File: src/rtl/instr_fetch_unpacker.sv
// Buffers wide instruction-memory read words in a small FIFO and hands them to
// the decoder one instruction per handshake, least-significant slice first.
module instr_fetch_unpacker #(
  parameter int MEM_WORD_W = 256,
  parameter int INSTR_W    = 32,
  parameter int FIFO_DEPTH = 4
) (
  input  logic                            clk,
  input  logic                            rst,
  input  logic                            flush,
  input  logic                            instr_vld,
  input  logic [MEM_WORD_W-1:0]           mem_rd_data,
  output logic                            fetcher_rdy,
  output logic [INSTR_W-1:0]              instr_out,
  output logic                            instr_out_vld,
  input  logic                            instr_out_rdy,
  output logic [$clog2(FIFO_DEPTH):0]     word_cnt
);

  localparam int INSTR_PER_WORD = MEM_WORD_W / INSTR_W;
  localparam int PTR_W          = $clog2(FIFO_DEPTH);
  localparam int CNT_W          = PTR_W + 1;
  localparam int IDX_W          = (INSTR_PER_WORD > 1) ? $clog2(INSTR_PER_WORD) : 1;

  localparam logic [CNT_W-1:0] CNT_FULL = CNT_W'(FIFO_DEPTH);
  localparam logic [IDX_W-1:0] IDX_LAST = IDX_W'(INSTR_PER_WORD - 1);

  if ((MEM_WORD_W % INSTR_W) != 0 || INSTR_PER_WORD < 2) begin : g_bad_width
    $fatal(1, "MEM_WORD_W must be a multiple (>=2x) of INSTR_W");
  end
  if (FIFO_DEPTH < 2 || (FIFO_DEPTH & (FIFO_DEPTH - 1)) != 0) begin : g_bad_depth
    $fatal(1, "FIFO_DEPTH must be a power of two >= 2");
  end

  logic [MEM_WORD_W-1:0] word_mem [FIFO_DEPTH];
  logic [PTR_W-1:0]      wr_ptr, wr_ptr_nxt;
  logic [PTR_W-1:0]      rd_ptr, rd_ptr_nxt;
  logic [CNT_W-1:0]      count, count_nxt;
  logic [IDX_W-1:0]      idx, idx_nxt;

  logic                  full;
  logic                  push;
  logic                  pop;
  logic                  word_done;
  logic [MEM_WORD_W-1:0] head_word;

  // Ready is derived only from registered occupancy plus rst/flush, so the
  // upstream pipeline never sees a combinational loop through this block.
  assign full        = (count == CNT_FULL);
  assign fetcher_rdy = !rst && !flush && !full;
  assign push        = instr_vld && fetcher_rdy;

  assign instr_out_vld = (count != '0);
  assign pop           = instr_out_vld && instr_out_rdy;
  assign word_done     = pop && (idx == IDX_LAST);

  assign head_word = word_mem[rd_ptr];
  assign instr_out = head_word[int'(idx)*INSTR_W +: INSTR_W];
  assign word_cnt  = count;

  always_comb begin
    wr_ptr_nxt = wr_ptr;
    rd_ptr_nxt = rd_ptr;
    count_nxt  = count;
    idx_nxt    = idx;
    if (flush) begin
      wr_ptr_nxt = '0;
      rd_ptr_nxt = '0;
      count_nxt  = '0;
      idx_nxt    = '0;
    end else begin
      if (push) begin
        wr_ptr_nxt = wr_ptr + PTR_W'(1);
      end
      if (pop) begin
        idx_nxt = word_done ? '0 : idx + IDX_W'(1);
      end
      if (word_done) begin
        rd_ptr_nxt = rd_ptr + PTR_W'(1);
      end
      case ({push, word_done})
        2'b10:   count_nxt = count + CNT_W'(1);
        2'b01:   count_nxt = count - CNT_W'(1);
        default: count_nxt = count;
      endcase
    end
  end

  always_ff @(posedge clk) begin
    if (rst) begin
      wr_ptr <= '0;
      rd_ptr <= '0;
      count  <= '0;
      idx    <= '0;
    end else begin
      wr_ptr <= wr_ptr_nxt;
      rd_ptr <= rd_ptr_nxt;
      count  <= count_nxt;
      idx    <= idx_nxt;
    end
  end

  // Word storage carries no reset; occupancy alone decides what is valid.
  always_ff @(posedge clk) begin
    if (push) begin
      word_mem[wr_ptr] <= mem_rd_data;
    end
  end

  always @(posedge clk) begin
    if (!rst) begin
      assert (!(push && full))
        else $error("instr_fetch_unpacker: push while FIFO full");
    end
  end

endmodule

File: config.mk
export PLATFORM = sky130hd
export DESIGN_NAME = instr_fetch_unpacker
export DESIGN_NICKNAME = d
export VERILOG_FILES = /design/src/rtl/instr_fetch_unpacker.sv
export SDC_FILE = /design/constraint.sdc
export NUM_CORES = 1
export LEC_CHECK = 0
export CAP_MARGIN = 20
export CORE_UTILIZATION = 50
export CTS_BUF_LIST = sky130_fd_sc_hd__clkbuf_4
export CTS_CLUSTER_SIZE = 28
export DETAILED_ROUTE_END_ITERATION = 10
export GPL_TIMING_DRIVEN = 0
export MAX_ROUTING_LAYER = met4
export PLACE_DENSITY = 0.76
export SKIP_CTS_REPAIR_TIMING = 1
export SYNTH_ARGS = -nofsm -noshare
export SYNTH_HDL_FRONTEND = slang
export SYNTH_SLANG_ARGS = --single-unit
File: constraint.sdc
create_clock -name clk -period 9.9 [get_ports clk]
set_input_delay 1.485 -clock clk [delete_from_list [all_inputs] [get_ports clk]]
set_output_delay 1.485 -clock clk [all_outputs]
set_load 0.03 [all_outputs]
After elaboration in Yosys (flattened, before gate mapping) --
Memories as Yosys holds them, arrays and structs flattened. A register that Yosys moved wholly into a read port is not among the register bits. Cells that the tools add are included.
Operators by class: $add $sub $neg 5, equality and inequality tests 4, shift-type cells 1, mux-type cells 6, reductions and logical operators 11
Operator list (count):
- $shiftx A256 B9 Y32 | 1
- $add A3 B1 Y3 const B | 2
- $eq A3 B3 Y1 const B | 2
- $pmux W3 S2 | 1
- $logic_and A1 B1 Y1 | 5
- $add A2 B1 Y2 const B | 2
- $mux W2 | 2
- $logic_not A1 Y1 | 3
- $mux W3 | 1
- $reduce_bool A3 Y1 | 1
- $sub A3 B1 Y3 const B | 1
- $eq A2 B1 Y1 const B | 1
- $eq A2 B2 Y1 const B | 1
- $mux W1 | 2
- $reduce_bool A2 Y1 | 1
- $reduce_or A2 Y1 | 1
Storage, ports and cells: register bits 10, bits in writable memories 1024, bits of input ports 261, output and inout port bits 37, memories 1
Memories:
- word_mem | words 4, bits a word 256, rd ports 1, clocked after memory_dff 1, write ports 1, RTL line 35 | logic [MEM_WORD_W-1:0] word_mem [FIFO_DEPTH];

Logic depth before layout (Yosys ltp) --
depth in word-level cells 6, gate-level depth with buffers 10

Least setup slack after synthesis --
No wires, ideal clock.
kind input -> register, start in rst, end mem word_mem[0][0] (enable), library setup time 652 ps, arrival time 8182 ps, path slack 1066 ps, cell stages on the path 3, cells stage by stage or2_1 a31oi_2 and3_1
Between the ends: word-level cells in the longest chain between the ends 6
RTL lines:
- start: declaration | RTL line 9 | input logic rst,
- $logic_not A1 Y1
- $logic_and A1 B1 Y1 (2 in a row) | RTL line 50 | assign fetcher_rdy = !rst && !flush && !full;
- via fetcher_rdy | RTL line 13 | output logic fetcher_rdy,
- $logic_and A1 B1 Y1 | RTL line 51 | assign push = instr_vld && fetcher_rdy;
- $mux W1 | RTL line 105 | if (push) begin
- $mux W1 (not written as such) | RTL line 106 | word_mem[wr_ptr] <= mem_rd_data;
- end: declaration | RTL line 35
The timed path passes the listed nets, and every way through them passes these cells.

Final worst setup path --
start reg idx[0], end out instr_out[13]
Between the ends: word-level cells in the longest chain between the ends 1
RTL lines:
- start: declaration | RTL line 39 | logic [IDX_W-1:0] idx, idx_nxt;
- start signal: assignment | RTL line 99 | idx <= idx_nxt;
- $shiftx A256 B9 Y32 | RTL line 58 | assign instr_out = head_word[int'(idx)*INSTR_W +: INSTR_W];
- end: declaration | RTL line 14 | output logic [INSTR_W-1:0] instr_out,
No other way between the ends.

==> impl_metrics.tcl <==
set metrics [dict create \
    status "finished, final reports clean" \
    critical_path_class "register to primary output" \
    synth-seq-cells 1036 \
    layout_commonest_cell "edfxtp_1" \
    dp_hpwl_mm 67.8 \
    maxCapViolations 0 \
    ant_nets 0 \
    grt_max_degree 58 \
    num_vias 23000 \
    grt_usage_pct 26.0 \
    peakVddDrop_mv 0.106 \
    min_path_type "register to register" \
    startpoint "idx[0]$_SDFFE_PP0P_" \
    cp_max_fo 10 \
    fin_tns_setup_ps 0 \
    drt_iter0_markers 2004 \
    rsz0062_at_grt "false" \
    grt_antenna_before_repair 44 \
    min_from "rd_ptr[1]$_SDFFE_PP0P_" \
    syn-num-nets 2518 \
    p_comb_share_pct 3.0 \
    die_h_microns 286 \
    finalCritPeriodShare_pct 57.5 \
    die_w_microns 286 \
    dieArea_sq_mm 0.0817 \
    ys_warn_count 0 \
    htree_num_levels 4 \
    overflow 0 \
    wl_per_cell_microns 25.3 \
    p_sw_mw 1.74 \
    period_minus_slack_ps 5690 \
    synth_cell_types 31 \
    gp_congestion 0.798 \
    grt_pass1_wl_mm 149 \
    clk_latency_ps 1080 \
    layout-drive-gt1-share_pct 16.2 \
    power_density_mw_per_mm2 175 \
    hold_viol 0 \
    pwr-share-seq_pct 57.4 \
    slew_viol_final 0 \
    crit_required_ps 8420 \
    io_pins 298 \
    cts_tree "done" \
    path_clk_slew_ps 70 \
    p_int_mw 6.73 \
    core_sq_mm 0.0794 \
    total_power_mw 8.47 \
    synth.avg_cell_area_sq_um 17.9 \
    grt_pass1_vias 23700 \
    synth_area_sq_mm 0.0403 \
    cts_buffers 238 \
    finalNonFillerCells 4092 \
    dr.pass1.iters 6 \
    dp_cells 3614 \
    clock-root-buffer "clkbuf_4" \
    areaGrowthSynthToFinish_pct 19.9 \
    layout_common_cells "edfxtp_1, mux2i_1, clkbuf_4" \
    worst_pin_slew_ps 1030 \
    row_count 103 \
    p_leak_nw 15.1 \
    ys_seq_area_share_pct 76.9 \
    nets 3073 \
    setup_viol 0 \
    max_freq_mhz 176 \
    skew_ps 44.4 \
    end_kind "primary output" \
    clockBufferDepth 3 \
    cp_data_arrival_time_ps 4210 \
    port-buffer-count 297 \
    hold_slack_ps 535 \
    start_util_pct 50.7 \
    final_core_util_pct 60.8 \
    drc 0 \
    p_sw_share_pct 20.6 \
    netlist_instances 2249 \
    slew_headroom_pct 31.3 \
    cts_sinks 1036 \
    wl_mm 103 \
    viasPerCell 5.61 \
    reg2reg_from "word_cnt[0]$_SDFFE_PP0P_" \
    start_kind "register" \
    p_clk_share_pct 39.6 \
]
## path summary, 6_finish.rpt
kind | cells after the start | slack, ps | to
worst max-delay path | 7 | 4210 | instr_out[13]
worst min-delay path | 2 | 530 | register
worst max register to register | 5 | 7070 | word_mem[1][19]$_DFFE_PP_
worst min register to register | 2 | 530 | register
## routing by layer
| metal | global-route usage, % | up-vias | routed length (microns) |
|---|---|---|---|
| li1 | - | 10300 | - |
| met1 | 30.7 | 11500 | 40000 |
| met2 | 42.0 | 991 | 52200 |
| met3 | 7.82 | 164 | 8890 |
| met4 | 9.55 | 0 | 2340 |
| met5 | - | - | 0 |
## cells in the mapped netlist
library cell	instances	area (sq um)
inv_1	7	26.3
a22oi_1	96	721
xnor2_1	2	17.5
nand2_1	101	379
a22o_1	64	561
buf_4	23	173
and3_1	5	31.3
a31oi_2	1	12.5
edfxtp_1	1024	30700
nor3_1	33	165
clkbuf_1	28	105
buf_6	25	282
ha_1	7	87.6
dfxtp_1	12	240
nor2b_1	2	12.5
nand2b_1	2	12.5
fa_1	1	20.0
or2_1	2	12.5
a31oi_1	32	200
o31ai_1	1	7.51
clkbuf_4	2	15.0
buf_1	8	30.0
or3_1	2	12.5
xor2_1	3	26.3
nand3_1	97	485
a21oi_1	101	505
o21ai_0	1	5.00
buf_2	41	205
nor2_1	11	41.3
and2_1	3	18.8
mux2i_1	512	5120
## state kept, by name, indices dropped and copies added, names as in the netlist, named ones only
signal	count
word_cnt	3
wr_ptr	2
rd_ptr	2
idx	3
word_mem	1024
## critical path, cell delays in order, from the launching register on
cell and delay, ps:
dfxtp_1 430, nor2b_1 190, buf_2 260, buf_1 710, nand2_1 130, a31oi_1 430, nand3_1 310, clkdlybuf4s50_1 680
## power by group through the flow
stage	Clock (mW)	Sequential [mW]	Combinational [mW]
finish	3.35	4.87	0.252
global route	3.64	4.87	0.266
CTS	3.42	4.87	0.251
detailed placement	0	4.96	0.250
global placement	0	4.98	0.230
floorplan	0	4.97	0.0600
## through the flow
step	area (sq um)	worst slack (ps)
final	48300	4210
after global routing	48300	3890
after CTS	48200	4100
after detailed placement	45100	5220
after global placement	44600	-3690
after floorplan	40300	1070
## layout make-up
| class | instances | area, sq um |
|---|---|---|
| multi-input cells | 1079 | 8480 |
| clock inverters | 77 | 462 |
| fillers | 5752 | 31100 |
| plain buffers | 127 | 810 |
| repair buffers | 315 | 3470 |
| flip-flops and latches | 1036 | 31000 |
| well taps | 1050 | 1310 |
| clock buffers | 350 | 2630 |
| diodes | 51 | 128 |
| inverters | 7 | 26.3 |
## logic make-up after synthesis
logic type | synth area share [%]
AOI/OAI and AO/OA | 4.99
xor gates and xnor gates | 0.109
adders and majority gates | 0.267
buffers and inverters | 2.07
DFF | 76.9
muxes | 12.7
and+or+nand+nor | 2.91
(Power assumes the default switching activity.)
